==> src/rtl/gx4000_printer_ctrl.sv <==
// Centronics printer port sequencer: 4-entry byte FIFO feeding a setup/strobe/hold/ack engine,
// with busy/ack synchronizers and a registered CPU status byte.
module gx4000_printer_ctrl #(
    parameter int unsigned SETUP_CYC   = 16,
    parameter int unsigned STROBE_CYC  = 32,
    parameter int unsigned HOLD_CYC    = 16,
    parameter int unsigned TIMEOUT_CYC = 65535
) (
    input  logic       clk_sys,
    input  logic       reset,
    input  logic       enable,
    input  logic       wr_data_stb,
    input  logic [7:0] wr_data,
    input  logic       wr_ctrl_stb,
    input  logic [7:0] wr_ctrl,
    output logic [7:0] status,
    output logic [7:0] printer_data,
    output logic       printer_strobe,
    input  logic       printer_busy,
    input  logic       printer_ack
);

    localparam logic [15:0] SETUP_LD   = 16'(SETUP_CYC - 1);
    localparam logic [15:0] STROBE_LD  = 16'(STROBE_CYC - 1);
    localparam logic [15:0] HOLD_LD    = 16'(HOLD_CYC - 1);
    localparam logic [15:0] TIMEOUT_LD = 16'(TIMEOUT_CYC - 1);

    typedef enum logic [2:0] {
        StIdle,
        StSetup,
        StStrobe,
        StHold,
        StWaitAck
    } state_e;

    state_e      state_q, state_d;
    logic [15:0] cnt_q, cnt_d;
    logic [7:0]  mem_q [4];
    logic [7:0]  mem_d [4];
    logic [1:0]  head_q, head_d;
    logic [1:0]  tail_q, tail_d;
    logic [2:0]  level_q, level_d;
    logic        tout_q, tout_d;
    logic        ovf_q, ovf_d;
    logic [7:0]  pdata_q, pdata_d;
    logic [7:0]  status_q, status_d;

    logic busy_s1_q, busy_s2_q;
    logic ack_s1_q, ack_s2_q, ack_s3_q;

    logic flush, clr, wr_req, full, wr_ok, ovf_set, can_pop, ack_rise, tout_set;

    logic unused_ctrl;
    assign unused_ctrl = ^wr_ctrl[7:2];

    assign flush    = wr_ctrl_stb & wr_ctrl[0];
    assign clr      = wr_ctrl_stb & wr_ctrl[1];
    assign wr_req   = wr_data_stb & enable;
    assign full     = (level_q == 3'd4);
    // A flush empties the FIFO first, so a same-cycle write always lands.
    assign wr_ok    = wr_req & (flush | ~full);
    assign ovf_set  = wr_req & ~flush & full;
    assign can_pop  = (state_q == StIdle) & enable & (level_q != 3'd0) & ~busy_s2_q & ~tout_q
                      & ~flush;
    assign ack_rise = ack_s2_q & ~ack_s3_q;

    always_comb begin
        state_d  = state_q;
        cnt_d    = cnt_q;
        pdata_d  = pdata_q;
        tout_set = 1'b0;
        unique case (state_q)
            StIdle: begin
                if (can_pop) begin
                    pdata_d = mem_q[head_q];
                    cnt_d   = SETUP_LD;
                    state_d = StSetup;
                end
            end
            StSetup: begin
                if (cnt_q == 16'd0) begin
                    cnt_d   = STROBE_LD;
                    state_d = StStrobe;
                end else begin
                    cnt_d = cnt_q - 16'd1;
                end
            end
            StStrobe: begin
                if (cnt_q == 16'd0) begin
                    cnt_d   = HOLD_LD;
                    state_d = StHold;
                end else begin
                    cnt_d = cnt_q - 16'd1;
                end
            end
            StHold: begin
                if (cnt_q == 16'd0) begin
                    cnt_d   = TIMEOUT_LD;
                    state_d = StWaitAck;
                end else begin
                    cnt_d = cnt_q - 16'd1;
                end
            end
            StWaitAck: begin
                if (ack_rise) begin
                    state_d = StIdle;
                end else if (cnt_q == 16'd0) begin
                    tout_set = 1'b1;
                    state_d  = StIdle;
                end else begin
                    cnt_d = cnt_q - 16'd1;
                end
            end
            default: state_d = StIdle;
        endcase
    end

    always_comb begin
        mem_d   = mem_q;
        head_d  = head_q;
        tail_d  = tail_q;
        level_d = level_q;
        if (flush) begin
            head_d  = 2'd0;
            tail_d  = 2'd0;
            level_d = 3'd0;
            if (wr_ok) begin
                mem_d[0] = wr_data;
                tail_d   = 2'd1;
                level_d  = 3'd1;
            end
        end else begin
            if (can_pop) begin
                head_d = head_q + 2'd1;
            end
            if (wr_ok) begin
                mem_d[tail_q] = wr_data;
                tail_d        = tail_q + 2'd1;
            end
            level_d = level_q + {2'b00, wr_ok} - {2'b00, can_pop};
        end
    end

    // An error set in the same cycle as a clear wins.
    always_comb begin
        tout_d   = (tout_q & ~clr) | tout_set;
        ovf_d    = (ovf_q & ~clr) | ovf_set;
        status_d = {level_q, ovf_q, tout_q, (state_q != StIdle), full, (level_q == 3'd0)};
    end

    always_ff @(posedge clk_sys) begin
        if (reset) begin
            state_q   <= StIdle;
            cnt_q     <= 16'd0;
            mem_q     <= '{default: 8'h00};
            head_q    <= 2'd0;
            tail_q    <= 2'd0;
            level_q   <= 3'd0;
            tout_q    <= 1'b0;
            ovf_q     <= 1'b0;
            pdata_q   <= 8'h00;
            status_q  <= 8'h01;
            busy_s1_q <= 1'b0;
            busy_s2_q <= 1'b0;
            ack_s1_q  <= 1'b0;
            ack_s2_q  <= 1'b0;
            ack_s3_q  <= 1'b0;
        end else begin
            state_q   <= state_d;
            cnt_q     <= cnt_d;
            mem_q     <= mem_d;
            head_q    <= head_d;
            tail_q    <= tail_d;
            level_q   <= level_d;
            tout_q    <= tout_d;
            ovf_q     <= ovf_d;
            pdata_q   <= pdata_d;
            status_q  <= status_d;
            busy_s1_q <= printer_busy;
            busy_s2_q <= busy_s1_q;
            ack_s1_q  <= printer_ack;
            ack_s2_q  <= ack_s1_q;
            ack_s3_q  <= ack_s2_q;
        end
    end

    assign status         = status_q;
    assign printer_data   = pdata_q;
    assign printer_strobe = (state_q == StStrobe);

endmodule

==> config.mk <==
export PLATFORM = sky130hd
export DESIGN_NAME = gx4000_printer_ctrl
export DESIGN_NICKNAME = d
export VERILOG_FILES = /design/src/rtl/gx4000_printer_ctrl.sv
export SDC_FILE = /design/constraint.sdc
export NUM_CORES = 1
export LEC_CHECK = 0
export CORE_MARGIN = 5
export CORE_UTILIZATION = 45
export CTS_CLUSTER_DIAMETER = 120
export DETAILED_ROUTE_END_ITERATION = 7
export HOLD_SLACK_MARGIN = 0.12
export MAX_ROUTING_LAYER = met4
export PLACE_DENSITY = 0.66
export SLEW_MARGIN = 30
export SYNTH_ARGS = -nofsm -noshare
export SYNTH_HDL_FRONTEND = slang
export SYNTH_SLANG_ARGS = --single-unit
==> constraint.sdc <==
create_clock -name clk_sys -period 3.9 [get_ports clk_sys]
set_clock_uncertainty 0.1 [all_clocks]
set_input_delay 1.17 -clock clk_sys [delete_from_list [all_inputs] [get_ports clk_sys]]
set_output_delay 1.17 -clock clk_sys [all_outputs]
set_load 0.03 [all_outputs]
; Word level (Yosys, flattened, before mapping)
; Cells that the tools add are included.
; W data, S select, Z words.
[op_classes]
addsub = 5
order_cmp = 3
n_eq_ne = 12
muxes = 31
n_bitwise = 25
n_reduce_logical = 13
[op_table]
columns = cell, count
row1 = $mux W16, 6
row2 = $pmux W16 S5, 1
row3 = $mux W8, 5
row4 = $bwmux W32, 1
row5 = $mux W32, 1
row6 = $mux W3, 7
row7 = $bmux W8 S2, 1
row8 = $demux W8 S2, 1
row9 = $logic_not A16 Y1, 1
row10 = $sub A16 B1 Y16 const B, 1
row11 = $pmux W3 S5, 1
row12 = $and A1 B1 Y1, 14
row13 = $ne A2 B2 Y1 const B, 5
row14 = $eq A3 B2 Y1 const B, 2
row15 = $eq A3 B3 Y1 const B, 2
row16 = $ge A3 B3 Y1 const B, 2
row17 = $logic_not A3 Y1, 2
row18 = $not A1 Y1, 6
row19 = $not A2 Y3, 2
row20 = $reduce_bool A3 Y1, 2
row21 = $mux W1, 5
row22 = $reduce_and A5 Y1, 1
row23 = $reduce_bool A5 Y1, 1
row24 = $add A2 B1 Y2 const B, 2
row25 = other kinds (13), 17
[word_totals]
register_bits = 81
input_bits = 23
out_inout_bits = 17
word_cells = 107

; Depth between registers and ports, before layout
[logic_depth]
ltp_word = 8
depth_mapped = 13
depth_no_buf = 12

; Least setup slack after synthesis
; No wires, ideal clock.
[synth_timing]
kind = input -> register
start = in wr_ctrl_stb
end = reg level_q[2]
setup_ns = 0.117
arrival_ns = 3.029
required_time_ns = 3.683
setup_slack_ns = 0.654
path_stages = 13
n_path_buf = 1
cell_sequence = nand2_2 nand4b_1 nand2b_1 buf_2 inv_1 ha_1 inv_1 ha_1 inv_1 fa_1 xor2_1 xnor2_1 nor2_1
[synth_via]
word_cells_on_any_way = 8
classes_between = 2 x add/sub / 1 x mux / 5 x bitwise
[synth_rtl]
columns = element, line
row1 = "start, declared", 14  ; input logic wr_ctrl_stb,
row2 = $and A1 B1 Y1, 56  ; assign flush = wr_ctrl_stb & wr_ctrl[0];
row3 = $not A1 Y1 (no line), -
row4 = $and A1 B1 Y1, 64  ; & ~flush;
row5 = named net can_pop, 51  ; logic flush, clr, wr_req, full, wr_ok, ovf_set, can_pop, ack_rise, tout_set;
row6 = $sub A3 B1 Y3, 140  ; level_d = level_q + {2'b00, wr_ok} - {2'b00, can_pop};
row7 = $mux W3, 123  ; if (flush) begin
row8 = "end signal, assigned", 174  ; level_q <= level_d;
row9 = "end, declared", 42  ; logic [2:0] level_q, level_d;
; The timed path passes the listed nets, and every way through them passes these cells.
; A chain may end at the register's enable or synchronous reset.

; Worst setup path after layout
; Same ends and word-level chain as after synthesis.

==> run summary <==
The run finished with clean final reports. At the pin with the least slew margin, the transition time is 0.729 ns. The clock passes through at most 2 buffers. The min-delay analysis places its worst path in the category reg -> reg.

The routability congestion estimate was 0.865; the number of endpoints with negative hold slack in the final report was 0. The synthesized design contains 0 enable-type register cells. Yosys mapped the design onto 67 distinct sky130hd cell types.

For the clock insertion delay at the later pin of the skew report, the log shows 0.35 ns. Summed over all instances, the cell type with the most area after synthesis is sky130_fd_sc_hd__dfxtp_1. The number of cells on the worst hold path was 1.

In the synthesized netlist the dominant register cell turns out to be sky130_fd_sc_hd__dfxtp_1. After detailed routing, the number of vias per cell comes to 5.39. The tools report the clock root buffer as sky130_fd_sc_hd__clkbuf_8.

For the combined area of all synthesized cells, the log shows 0.00379 mm². For the quantity of hold-fixing buffers added after cts, the log shows 0. For flop-to-flop paths, the worst setup slack is 1.48 ns. Hold is met by 0.352 ns. Arrival time at the worst endpoint: 3.43 ns. The initial antenna violation count is 0, and the worst slack at placement is 0.254 ns. In this run the most critical hold path is launched from busy_s1_q. Measured along the x axis, the die boundary spans 102 µm. In this run the power density over the cells is 713 mW/mm².

The via count of the first global-routing pass was 2,835. For the worst endpoint required time, the log shows 4.03 ns. After layout, the worst setup slack is 0.592 ns.

Global-route wire length before repair: 13,500 µm. Synthesis produced 385 cells. The post-synthesis sequential area ratio is 42.8%, and the count of cells resized by post-cts repair is 0. The path type of the worst setup path was in -> reg. The tools report the worst-case hold path end point as busy_s2_q.

Clock tree synthesis found a total of 81 sinks. The pin count of the biggest net entering global routing is 38, and the standard-cell row count is 33. The core region is 0.00822 mm².

Pin placement for this block handled 40 I/O pins. By area the synthesized netlist is led by sky130_fd_sc_hd__dfxtp_1, sky130_fd_sc_hd__mux2i_1, sky130_fd_sc_hd__nor2_1. Leaving out filler cells and counting taps, the final layout contains 525. In the final routed layout, each cell accounts on average for 15.0 µm.

At the end of the flow, the number of nets in the layout was 447. The floorplan die height works out to 102 µm. A synthesized cell averages 9.83 µm². The sequential cells in the finished layout cover a total of 0.00162 mm². Among all cell types in the netlist, the one instantiated most often is sky130_fd_sc_hd__dfxtp_1. The tools report the number of setup violations in the final report as 0. The synthesis-stage register bit count is 81, and the overall routing resource usage is 16.9%. The tools report the number of CTS-inserted buffers as 9. The tools report the number of iterations in the first detailed-routing pass as 4. In this run the number of H-tree levels came out at 3. The synthesized netlist net count was 417; the number of buffers added on ports was 33.

The cell depth of the worst flop-to-flop path is 12, and the area of the multi-input gates is 0.00200 mm². The run gives 0 as the number of diodes. The highest net fanout along the worst path was 10. Counting flops with an async set or reset pin after synthesis yields a share of 0%. The type of destination of the critical path is a register.

TritonCTS built the clock tree. The tools report the initial detailed-routing violation count as 139. For the remaining design rule violation count, the log shows 0. The tools report the leakage power as 0.00181 µW. Yosys printed 0 warnings. The final routed wirelength across all metal layers was 7890 µm; the count of nets left with antenna violations after detail routing was 0. The logs give 0.445 mV for the maximum vdd ir drop and 2,828 for the via total after detailed routing. The number of slew-limit violations in the final report was 0. In this run, placement finished with an instance count of 509. For this configuration, the core starts out at a cell density of 46.1%.

The capturing point of the worst reg2reg path was level_q[2]. The run gives 51.4% as the normalized max-slew margin. The total negative setup slack is 0 ns. The worst setup path is launched from a primary input. The floorplan step defined a die boundary enclosing 0.0103 mm². The post-synthesis to final-layout area growth works out to 15.1%.

Summed over all nets, the half-perimeter wirelength after detailed placement is 5400 µm. Across the run, the number of max-cap violations was 0. Setup repair after global routing left no endpoint under its margin. Counting instances in the post-synthesis netlist gives the leading cell types as sky130_fd_sc_hd__dfxtp_1, sky130_fd_sc_hd__nor2_1, sky130_fd_sc_hd__mux2i_1. The startpoint of the lowest-slack register-to-register path was level_q[2]. The filler cells instantiated in the layout total 750.

The worst path needs 3.31 ns of the cycle, external delays included. The share of post-route cells with drive strength above 1 came out at 13.3%. The clock-pin slew on the worst setup and hold paths is 0.08 ns, and the period utilization is 84.8%.

The total overflow left after global routing is 0. Based on the critical path, the design can be clocked at up to 302 MHz. The share of Yosys cell area claimed by the top area cell type works out to 42.8%. For the number of buffers inserted by post-CTS setup repair, the log shows 0.
[state kept, by name, summed over array words and instances, names as in the netlist, 2 cells and up]
name and cells:
level_q 3, printer_data 8, status 8, cnt_q 16, state_q 3, head_q 2, tail_q 2, mem_q 32
[worst max path at each step]
stage | from | end | depth (start not counted)
final | wr_ctrl_stb | level_q[2] | 13
after global routing | wr_ctrl_stb | level_q[2] | 13
after CTS | wr_ctrl_stb | level_q[2] | 13
after detailed placement | wr_ctrl_stb | level_q[2] | 13
after global placement | wr_ctrl_stb | level_q[2] | 13
after floorplan | wr_ctrl_stb | level_q[2] | 13
[cell type report]
type	instances	area share [%]
multi-input combinational	270	45.9
sequential	81	37.2
timing repair buffer	37	8.15
clock buffer	12	3.56
tap	105	3.01
inverter	16	1.38
clock inverter	4	0.775
[report_power, final]
part	switching, µW	total (µW)	internal, µW
registers	151	1100	944
clock network	306	578	272
logic	839	1430	596
total	1300	3110	1810
[routing by layer]
| layer | part of all wire [%] | global-route usage (%) | vias up |
|---|---|---|---|
| met5 | 0 | - | - |
| met4 | 0.99 | 4.70 | 0 |
| met3 | 3.8 | 3.72 | 5 |
| met2 | 49 | 28.1 | 66 |
| met1 | 46 | 20.8 | 1334 |
| li1 | - | - | 1423 |
[per-stage QoR]
stage                     instance area [µm²]  power (µW)  utilization (%)
after global placement                   4170        2510             50.7
final                                    4360        3110             53.0
after detailed placement                 4170        2540             50.7
after global routing                     4360        3340             53.0
after CTS                                4360        3130             53.0
after floorplan                          3790        2240                -
[critical path, cell delays in order]
cell and delay (ns):
sky130_fd_sc_hd__clkdlybuf4s50_1 0.52, sky130_fd_sc_hd__nand2_2 0.16, sky130_fd_sc_hd__nand4b_1 0.16, sky130_fd_sc_hd__nand2b_1 0.15, sky130_fd_sc_hd__inv_1 0.05, sky130_fd_sc_hd__ha_1 0.28, sky130_fd_sc_hd__inv_1 0.05, sky130_fd_sc_hd__ha_1 0.13
sky130_fd_sc_hd__inv_1 0.05, sky130_fd_sc_hd__fa_1 0.37, sky130_fd_sc_hd__xor2_1 0.17, sky130_fd_sc_hd__xnor2_1 0.13, sky130_fd_sc_hd__nor2_1 0.05
[kinds of logic after synthesis]
| family | synth area share, % |
|---|---|
| buffers and inverters | 4.33 |
| adder cells (fa/ha/maj) | 3.17 |
| XOR/XNOR | 1.85 |
| flip-flops | 42.8 |
| multiplexers | 15.9 |
| AND/OR/NAND/NOR | 20.2 |
| AO/OA/AOI/OAI | 11.8 |
[cells in the final DEF, fill, tap and decap left out, types with 3 or more instances in the layout]
cell	count
sky130_fd_sc_hd__xnor2_1	3
sky130_fd_sc_hd__nand2_1	17
sky130_fd_sc_hd__clkbuf_8	11
sky130_fd_sc_hd__a21oi_1	10
sky130_fd_sc_hd__mux2i_1	42
sky130_fd_sc_hd__ha_1	8
sky130_fd_sc_hd__a31oi_1	5
sky130_fd_sc_hd__o21ai_0	14
sky130_fd_sc_hd__mux4_2	8
sky130_fd_sc_hd__nor3_2	3
sky130_fd_sc_hd__inv_1	15
sky130_fd_sc_hd__nor2_1	64
sky130_fd_sc_hd__nor3_1	6
sky130_fd_sc_hd__a211oi_1	4
sky130_fd_sc_hd__o211ai_1	5
sky130_fd_sc_hd__xor2_1	5
sky130_fd_sc_hd__nor2b_1	10
sky130_fd_sc_hd__clkdlybuf4s50_1	32
sky130_fd_sc_hd__nand3_1	12
sky130_fd_sc_hd__buf_4	4
sky130_fd_sc_hd__dfxtp_1	81
(Power assumes the default switching activity.)
